### src/rtl/sram_pkg.sv
// Shared state encoding and defaults for the MEM-stage SRAM controller.
// Two-bit states are plain localparams so older netlists and probes still decode them.
package sram_pkg;
   localparam logic [1:0] ST_IDLE = 2'd0;
   localparam logic [1:0] ST_LOW  = 2'd1;
   localparam logic [1:0] ST_HIGH = 2'd2;
   localparam logic [1:0] ST_DONE = 2'd3;

   localparam int unsigned DEF_BASE_ADDR = 1024;
   localparam int unsigned SRAM_DW       = 16;
   localparam int unsigned CNT_W         = 4;

   typedef struct packed {
      logic        wr;
      logic [31:0] data;
   } req_t;
endpackage

### src/rtl/mem_sram_controller_if.sv
// Pipeline-side request bus plus board SRAM pins; slave = controller, master = pipeline/pad side.
// No flow control beyond ready: the pipeline freezes on ~ready.
interface mem_sram_controller_if #(parameter int unsigned SRAM_AW = 18);
   import sram_pkg::*;

   logic                 rd_en;
   logic                 wr_en;
   logic [31:0]          address;
   logic [31:0]          write_data;
   logic [31:0]          read_data;
   logic                 ready;
   logic [SRAM_AW-1:0]   sram_addr;
   logic [SRAM_DW-1:0]   sram_dq_o;
   logic [SRAM_DW-1:0]   sram_dq_i;
   logic                 sram_dq_oe;
   logic                 sram_we_n;

   modport slave (
      input  rd_en, wr_en, address, write_data, sram_dq_i,
      output read_data, ready, sram_addr, sram_dq_o, sram_dq_oe, sram_we_n
   );

   modport master (
      output rd_en, wr_en, address, write_data, sram_dq_i,
      input  read_data, ready, sram_addr, sram_dq_o, sram_dq_oe, sram_we_n
   );
endinterface

### src/rtl/sram_phase_counter.sv
// Counts the wait cycles of one half-word phase; last is high on the final cycle, then it wraps to 0.
// Zero latency on last; clr holds the count at 0 while no phase is running.
module sram_phase_counter
   import sram_pkg::*;
#(
   parameter int unsigned WAIT_CYCLES = 2
) (
   input  logic clk,
   input  logic rst,
   input  logic clr,
   output logic last
);
   logic [CNT_W-1:0] count;

   assign last = (count == CNT_W'(WAIT_CYCLES - 1));

   always_ff @(posedge clk) begin
      if (!rst || clr) begin
         count <= '0;
      end else if (last) begin
         count <= '0;
      end else begin
         count <= count + 1'b1;
      end
   end
endmodule

### src/rtl/mem_sram_controller.sv
// Splits each 32-bit MEM load/store into low then high 16-bit SRAM phases of WAIT_CYCLES each.
// ready is low for 2*WAIT_CYCLES+1 cycles per access and high for one DONE cycle; the pipeline freezes on ~ready.
module mem_sram_controller
   import sram_pkg::*;
#(
   parameter int unsigned BASE_ADDR   = DEF_BASE_ADDR,
   parameter int unsigned WAIT_CYCLES = 2,
   parameter int unsigned SRAM_AW     = 18
) (
   input  logic                   clk,
   input  logic                   rst,
   mem_sram_controller_if.slave   bus
);
   logic [1:0]          state;
   req_t                req;
   logic [SRAM_AW-2:0]  req_word;
   logic                req_any;
   logic [31:0]         offset;
   logic [SRAM_AW-2:0]  word_idx;
   logic                phase_last;
   logic                phase_clr;

   logic [31:0]         read_data;
   logic [SRAM_AW-1:0]  sram_addr;
   logic [SRAM_DW-1:0]  sram_dq_o;
   logic                sram_dq_oe;
   logic                sram_we_n;

   assign req_any = bus.rd_en | bus.wr_en;
   assign offset  = bus.address - 32'(BASE_ADDR);
   // Dropping the upper offset bits makes out-of-range addresses wrap around the SRAM.
   assign word_idx = (SRAM_AW-1)'(offset >> 2);

   assign phase_clr = (state == ST_IDLE) || (state == ST_DONE);

   sram_phase_counter #(.WAIT_CYCLES(WAIT_CYCLES)) u_phase_counter (
      .clk  (clk),
      .rst  (rst),
      .clr  (phase_clr),
      .last (phase_last)
   );

   always_ff @(posedge clk) begin
      if (!rst) begin
         state      <= ST_IDLE;
         req        <= '0;
         req_word   <= '0;
         read_data  <= '0;
         sram_addr  <= '0;
         sram_dq_o  <= '0;
         sram_dq_oe <= 1'b0;
         sram_we_n  <= 1'b1;
      end else begin
         case (state)
            ST_IDLE: begin
               if (req_any) begin
                  req.wr     <= bus.wr_en;
                  req.data   <= bus.write_data;
                  req_word   <= word_idx;
                  sram_addr  <= {word_idx, 1'b0};
                  sram_dq_o  <= bus.write_data[15:0];
                  sram_dq_oe <= bus.wr_en;
                  sram_we_n  <= ~bus.wr_en;
                  state      <= ST_LOW;
               end
            end
            ST_LOW: begin
               if (phase_last) begin
                  if (!req.wr) begin
                     read_data[15:0] <= bus.sram_dq_i;
                  end
                  sram_addr <= {req_word, 1'b1};
                  sram_dq_o <= req.data[31:16];
                  state     <= ST_HIGH;
               end
            end
            ST_HIGH: begin
               if (phase_last) begin
                  if (!req.wr) begin
                     read_data[31:16] <= bus.sram_dq_i;
                  end
                  sram_dq_oe <= 1'b0;
                  sram_we_n  <= 1'b1;
                  state      <= ST_DONE;
               end
            end
            default: begin
               // The pipeline advances on this edge; any request still visible belongs to the finished access.
               state <= ST_IDLE;
            end
         endcase
      end
   end

   assign bus.ready      = (state == ST_IDLE) ? ~req_any : (state == ST_DONE);
   assign bus.read_data  = read_data;
   assign bus.sram_addr  = sram_addr;
   assign bus.sram_dq_o  = sram_dq_o;
   assign bus.sram_dq_oe = sram_dq_oe;
   assign bus.sram_we_n  = sram_we_n;
endmodule

### src/flat_wrapper.sv
// flat-port wrapper written by rule: the top's interface ports become plain ports
module mem_sram_controller_flat import sram_pkg::*;
#(
   parameter int unsigned BASE_ADDR   = DEF_BASE_ADDR,
   parameter int unsigned WAIT_CYCLES = 2,
   parameter int unsigned SRAM_AW     = 18
)
  (clk, rst, bus_rd_en, bus_wr_en, bus_address, bus_write_data, bus_sram_dq_i, bus_read_data, bus_ready, bus_sram_addr, bus_sram_dq_o, bus_sram_dq_oe, bus_sram_we_n);
  mem_sram_controller_if #(.SRAM_AW(SRAM_AW)) bus_i ();
  input  logic clk;
  input  logic rst;
  input wire logic [$bits(bus_i.rd_en)-1:0] bus_rd_en;
  input wire logic [$bits(bus_i.wr_en)-1:0] bus_wr_en;
  input wire logic [$bits(bus_i.address)-1:0] bus_address;
  input wire logic [$bits(bus_i.write_data)-1:0] bus_write_data;
  input wire logic [$bits(bus_i.sram_dq_i)-1:0] bus_sram_dq_i;
  output wire logic [$bits(bus_i.read_data)-1:0] bus_read_data;
  output wire logic [$bits(bus_i.ready)-1:0] bus_ready;
  output wire logic [$bits(bus_i.sram_addr)-1:0] bus_sram_addr;
  output wire logic [$bits(bus_i.sram_dq_o)-1:0] bus_sram_dq_o;
  output wire logic [$bits(bus_i.sram_dq_oe)-1:0] bus_sram_dq_oe;
  output wire logic [$bits(bus_i.sram_we_n)-1:0] bus_sram_we_n;
  assign bus_i.rd_en = bus_rd_en;
  assign bus_i.wr_en = bus_wr_en;
  assign bus_i.address = bus_address;
  assign bus_i.write_data = bus_write_data;
  assign bus_i.sram_dq_i = bus_sram_dq_i;
  assign bus_read_data = bus_i.read_data;
  assign bus_ready = bus_i.ready;
  assign bus_sram_addr = bus_i.sram_addr;
  assign bus_sram_dq_o = bus_i.sram_dq_o;
  assign bus_sram_dq_oe = bus_i.sram_dq_oe;
  assign bus_sram_we_n = bus_i.sram_we_n;
  mem_sram_controller #(.BASE_ADDR(BASE_ADDR), .WAIT_CYCLES(WAIT_CYCLES), .SRAM_AW(SRAM_AW)) u_core (.clk(clk), .rst(rst), .bus(bus_i));
endmodule
### config.mk
export PLATFORM = sky130hd
export DESIGN_NAME = mem_sram_controller_flat
export DESIGN_NICKNAME = d
export VERILOG_FILES = /design/src/rtl/sram_pkg.sv /design/src/rtl/mem_sram_controller_if.sv /design/src/rtl/sram_phase_counter.sv /design/src/rtl/mem_sram_controller.sv /design/src/flat_wrapper.sv
export SDC_FILE = /design/constraint.sdc
export NUM_CORES = 1
export LEC_CHECK = 0
export CAP_MARGIN = 20
export CORE_ASPECT_RATIO = 0.8
export CORE_UTILIZATION = 51
export CTS_BUF_LIST = sky130_fd_sc_hd__clkbuf_8
export CTS_CLUSTER_SIZE = 40
export DETAILED_ROUTE_END_ITERATION = 6
export HOLD_SLACK_MARGIN = 0.03
export MAX_ROUTING_LAYER = met4
export PLACE_DENSITY = 0.88
export SKIP_LAST_GASP = 1
export SYNTH_ARGS = -nofsm -noshare
export SYNTH_HDL_FRONTEND = slang
export SYNTH_SLANG_ARGS = --single-unit
### constraint.sdc
create_clock -name clk -period 3.15 [get_ports clk]
set_input_delay 0.315 -clock clk [delete_from_list [all_inputs] [get_ports clk]]
set_output_delay 0.315 -clock clk [all_outputs]
set_load 0.01 [all_outputs]
==> metrics.md <==
| Metric | Value |
|---|---|
| Post-CTS setup repair buffer count | 0 |
| Port Buf Inserts | around 140 |
| Post-Synthesis Net Count | roughly 610 |
| Per-cell via count in the routed design | 5.29 |
| Relative slew margins | around 28% |
| Detailed-route via count | roughly 4000 |
| Number of levels the H-tree was split into | 3 |
| Maximum buffer depth of the clock tree | 2 |
| Share of the clock period used by the worst path | between 80% and 90% |
| Worst skew pair latency | 360 ps |
| Number of enable flip-flop cells after synthesis | 0 |
| Mapped Avg Cell Area | 8.69 sq um |
| List of cells traversed by the critical path | inv_1 > ha_1 > or3b_2 > o21ai_0 > clkdlybuf4s50_1 |
| Antenna diode count | 0 |
| Global-route usage over all layers | around a quarter |
| Arrival time at the worst endpoint | 2350 ps |
| Fraction of layout cells with a size suffix above 1 | slightly below 9% |
| Final WL | roughly 11000 um |
| Dpl hpwl | between 7000 and 8000 um |
| Total of warnings raised by yosys | 0 |
| Status | finished, final reports clean |
| Clock slew at reported path FFs | about 100 ps |
| Total number of placement rows | 30 |
| Leakage power | 2.17 nW |
| Filler Cell Count | between 600 and 700 |
| Share of synthesized area occupied by flip-flops and latches | around half |
| Setup TNS | 0 ps |
| Number of failing hold endpoints at the final stage | 0 |
| Hold crit path type | flop to flop |
| Final design utilization | between 70 and 80% |
| Die width | 107 um |
| Global placement routability congestion | ~0.85 |
| Most frequent cells in the layout | clkdlybuf4s50_1 (137), nand2_1 (126), dfxtp_1 (108), a21oi_1 (63), nor2_1 (45) |
| Type of element launching the critical path | flop |
| Kind of cell adding the most delay to the critical path | buffers and inverters |
| DRC Markers | 0 |
| Buffers & Inverters on Critical Path | 2 |
| CTS tree | built |
| Transition at the pin with the smallest max-transition slack | 1080 ps |
| Overall die height | 85.9 um |
| Total I/O pin count | between 150 and 200 |
| Capturing element type of the critical path | output pin |
| Mapped Area | approximately 4500 sq um |
| Stage delay of the slowest cell on the critical path | approximately 570 ps |
| Grt ovf | 0 |
| Worst-case clock skew | around 13 ps |
| Slew Viols, Final | 0 |
| Initial standard-cell utilization of the core | a little over half |
| Syn Inst Count | between 500 and 600 |
| Maximum clock frequency | 375 MHz |
| Global-route wire length before repair | ~18000 um |
| Most frequent standard cell in the layout excluding fill and tap cells | clkdlybuf4s50_1 |
| Data required, critical path | about 2800 ps |
| Cell chosen for the clock root | clkbuf_8 |
| Worst supply voltage drop on vdd | about 550 uV |
| Cell type of the slowest stage on the worst timing path | clkdlybuf4s50_1 |
| Worst setup path class | flop to output pin |
| Synth cell types | 40 |
| Number of clock buffers inserted by TritonCTS | 9 |
| Area added between synthesis and finish | 35.9% |
| Min Clock Period, post-route | 2670 ps |
| Number of maximum-capacitance constraint violations | 0 |
| Number of optimization iterations in the first detailed-route pass | 4 |
| Dpl cell area | between 5000 and 6000 sq um |
| Overall Power | about 5.0 mW |
| Antenna viol nets, final | 0 |
| Largest driver fanout on the critical path | 11 |
| CTS Hold Bufs | 0 |
| Number of nets in the layout | slightly above 700 |
| Register bit count reported by yosys | 108 |
| Vias in the first global route | about 3800 |
| Async S/R FF share, synth | 0% |
| Unrepaired setup endpoints after global routing | no |
| Ratio of total power to cell area | 826 nW/um^2 |
| Area enclosed by the die boundary | ~9000 sq um |
| Starting DRT DRC Count | 236 |
| Total of endpoints with negative setup slack in the final report | 0 |
| CTS-repair resized insts | 0 |
| Routed wirelength normalized by instance count | between 10 and 15 um |
| Clock Sinks | 108 |
| Largest net degree at the start of global routing | 94 |
| Placeable core area | 8520 sq um |
| Top_reg_cell synth | dfxtp_1 |
| Post-route design area | 6090 sq um |
| Number of antenna violations at the first check in global routing | 0 |
==> flip-flops by register name, summed over array words and instances (netlist names) <==
signal	cells
u_core.bus.sram_we_n	1
u_core.bus.sram_addr	18
u_core.bus.sram_dq_o	16
u_core.bus.read_data	32
u_core.u_phase_counter.count	4
u_core.req	17
u_core.state	2
u_core.req_word	17
u_core.bus.sram_dq_oe	1
==> synth_stat cells (all sizes together), types with 2 or more instances <==
| master | instances | area (sq um) |
|---|---|---|
| a21oi | 63 | 315 |
| mux2i | 28 | 280 |
| o21a | 2 | 15.0 |
| o32ai | 2 | 17.5 |
| nor3 | 10 | 50.1 |
| and2 | 2 | 12.5 |
| nor2b | 2 | 12.5 |
| dfxtp | 108 | 2160 |
| o221ai | 2 | 17.5 |
| nand4 | 2 | 12.5 |
| nand2 | 126 | 473 |
| o2111ai | 2 | 17.5 |
| xnor2 | 2 | 17.5 |
| nand3 | 2 | 10.0 |
| xor2 | 5 | 43.8 |
| or4 | 4 | 33.8 |
| o21ai | 12 | 60.1 |
| nand2b | 2 | 12.5 |
| inv | 9 | 33.8 |
| a211oi | 28 | 343 |
| ha | 7 | 87.6 |
| clkbuf | 23 | 86.3 |
| nor2 | 45 | 169 |
| or3b | 2 | 17.5 |
| buf | 14 | 87.6 |
| nor3b | 4 | 30.0 |
| or3 | 2 | 12.5 |
==> cells by family (layout without fill, tap and decap cells) <==
group,count (synthesis),after routing,share of synthesized area (%)
adder cells (fa/ha/maj),7,7,1.95
AND/OR/NAND/NOR,206,206,19.5
multiplexers,28,28,6.25
AO/OA/AOI/OAI,114,114,18.1
flip-flops,108,108,48.2
XOR/XNOR,7,7,1.37
buffers and inverters,46,171,4.63
==> stage by stage <==
| step | hold slack (ps) | std cells | setup WS, ps |
|---|---|---|---|
| 5_1_grt | 475 | 753 | 315 |
| 4_1_cts | 461 | 753 | 468 |
| 3_5_place_dp | 444 | 737 | 702 |
| 6_report | 459 | 753 | 482 |
| 3_3_place_gp | 438 | 737 | 793 |
| 2_1_floorplan | 411 | 516 | 1290 |
==> worst reg2reg max path, delay by kind of cell (launching register included) <==
family | cells | cell delay (ps)
AOI/OAI and AO/OA | 2 | 890
adders and majority gates | 1 | 470
buffers and inverters | 2 | 420
DFF | 1 | 350
and+or+nand+nor | 2 | 240
==> power breakdown <==
part           internal (mW)  switching, mW  leakage (nW)  total (mW)
combinational           1.09           1.27          1.20        2.35
clock                  0.299          0.484        0.0804       0.783
sequential              1.71          0.188         0.886        1.90
==> layer usage <==
layer / share of wire (%) / track usage (%)
met2: 48 / 39.3
met3: 5.1 / 4.48
met5: 0 / -
met1: 46 / 32.8
met4: 1.1 / 6.60
==> path summary, 6_finish.rpt <==
| kind | start | end | slack [ps] | cells past startpoint |
|---|---|---|---|---|
| max | u_core.state[0]$_SDFFE_PN0P_ | bus_ready | 480 | 5 |
| min | u_core.bus.sram_dq_oe$_SDFFE_PN0P_ | u_core.bus.sram_dq_oe$_SDFFE_PN0P_ | 460 | 2 |
| max reg2reg | u_core.state[1]$_SDFFE_PN0P_ | u_core.bus.sram_addr[1]$_SDFFE_PN0P_ | 680 | 7 |
| min reg2reg | u_core.bus.sram_dq_oe$_SDFFE_PN0P_ | u_core.bus.sram_dq_oe$_SDFFE_PN0P_ | 460 | 2 |
==> final cells by class <==
type / count / area [sq um] / share of cell area, %
multi-input cells: 362 / 2120 / 34.8
well taps: 112 / 140 / 2.30
inverters: 9 / 35.0 / 0.575
repair buffers: 146 / 1450 / 23.8
clock inverters: 7 / 58.8 / 0.965
clock buffers: 9 / 124 / 2.03
flip-flops and latches: 108 / 2160 / 35.5
Power figures use the tool's default switching activity.
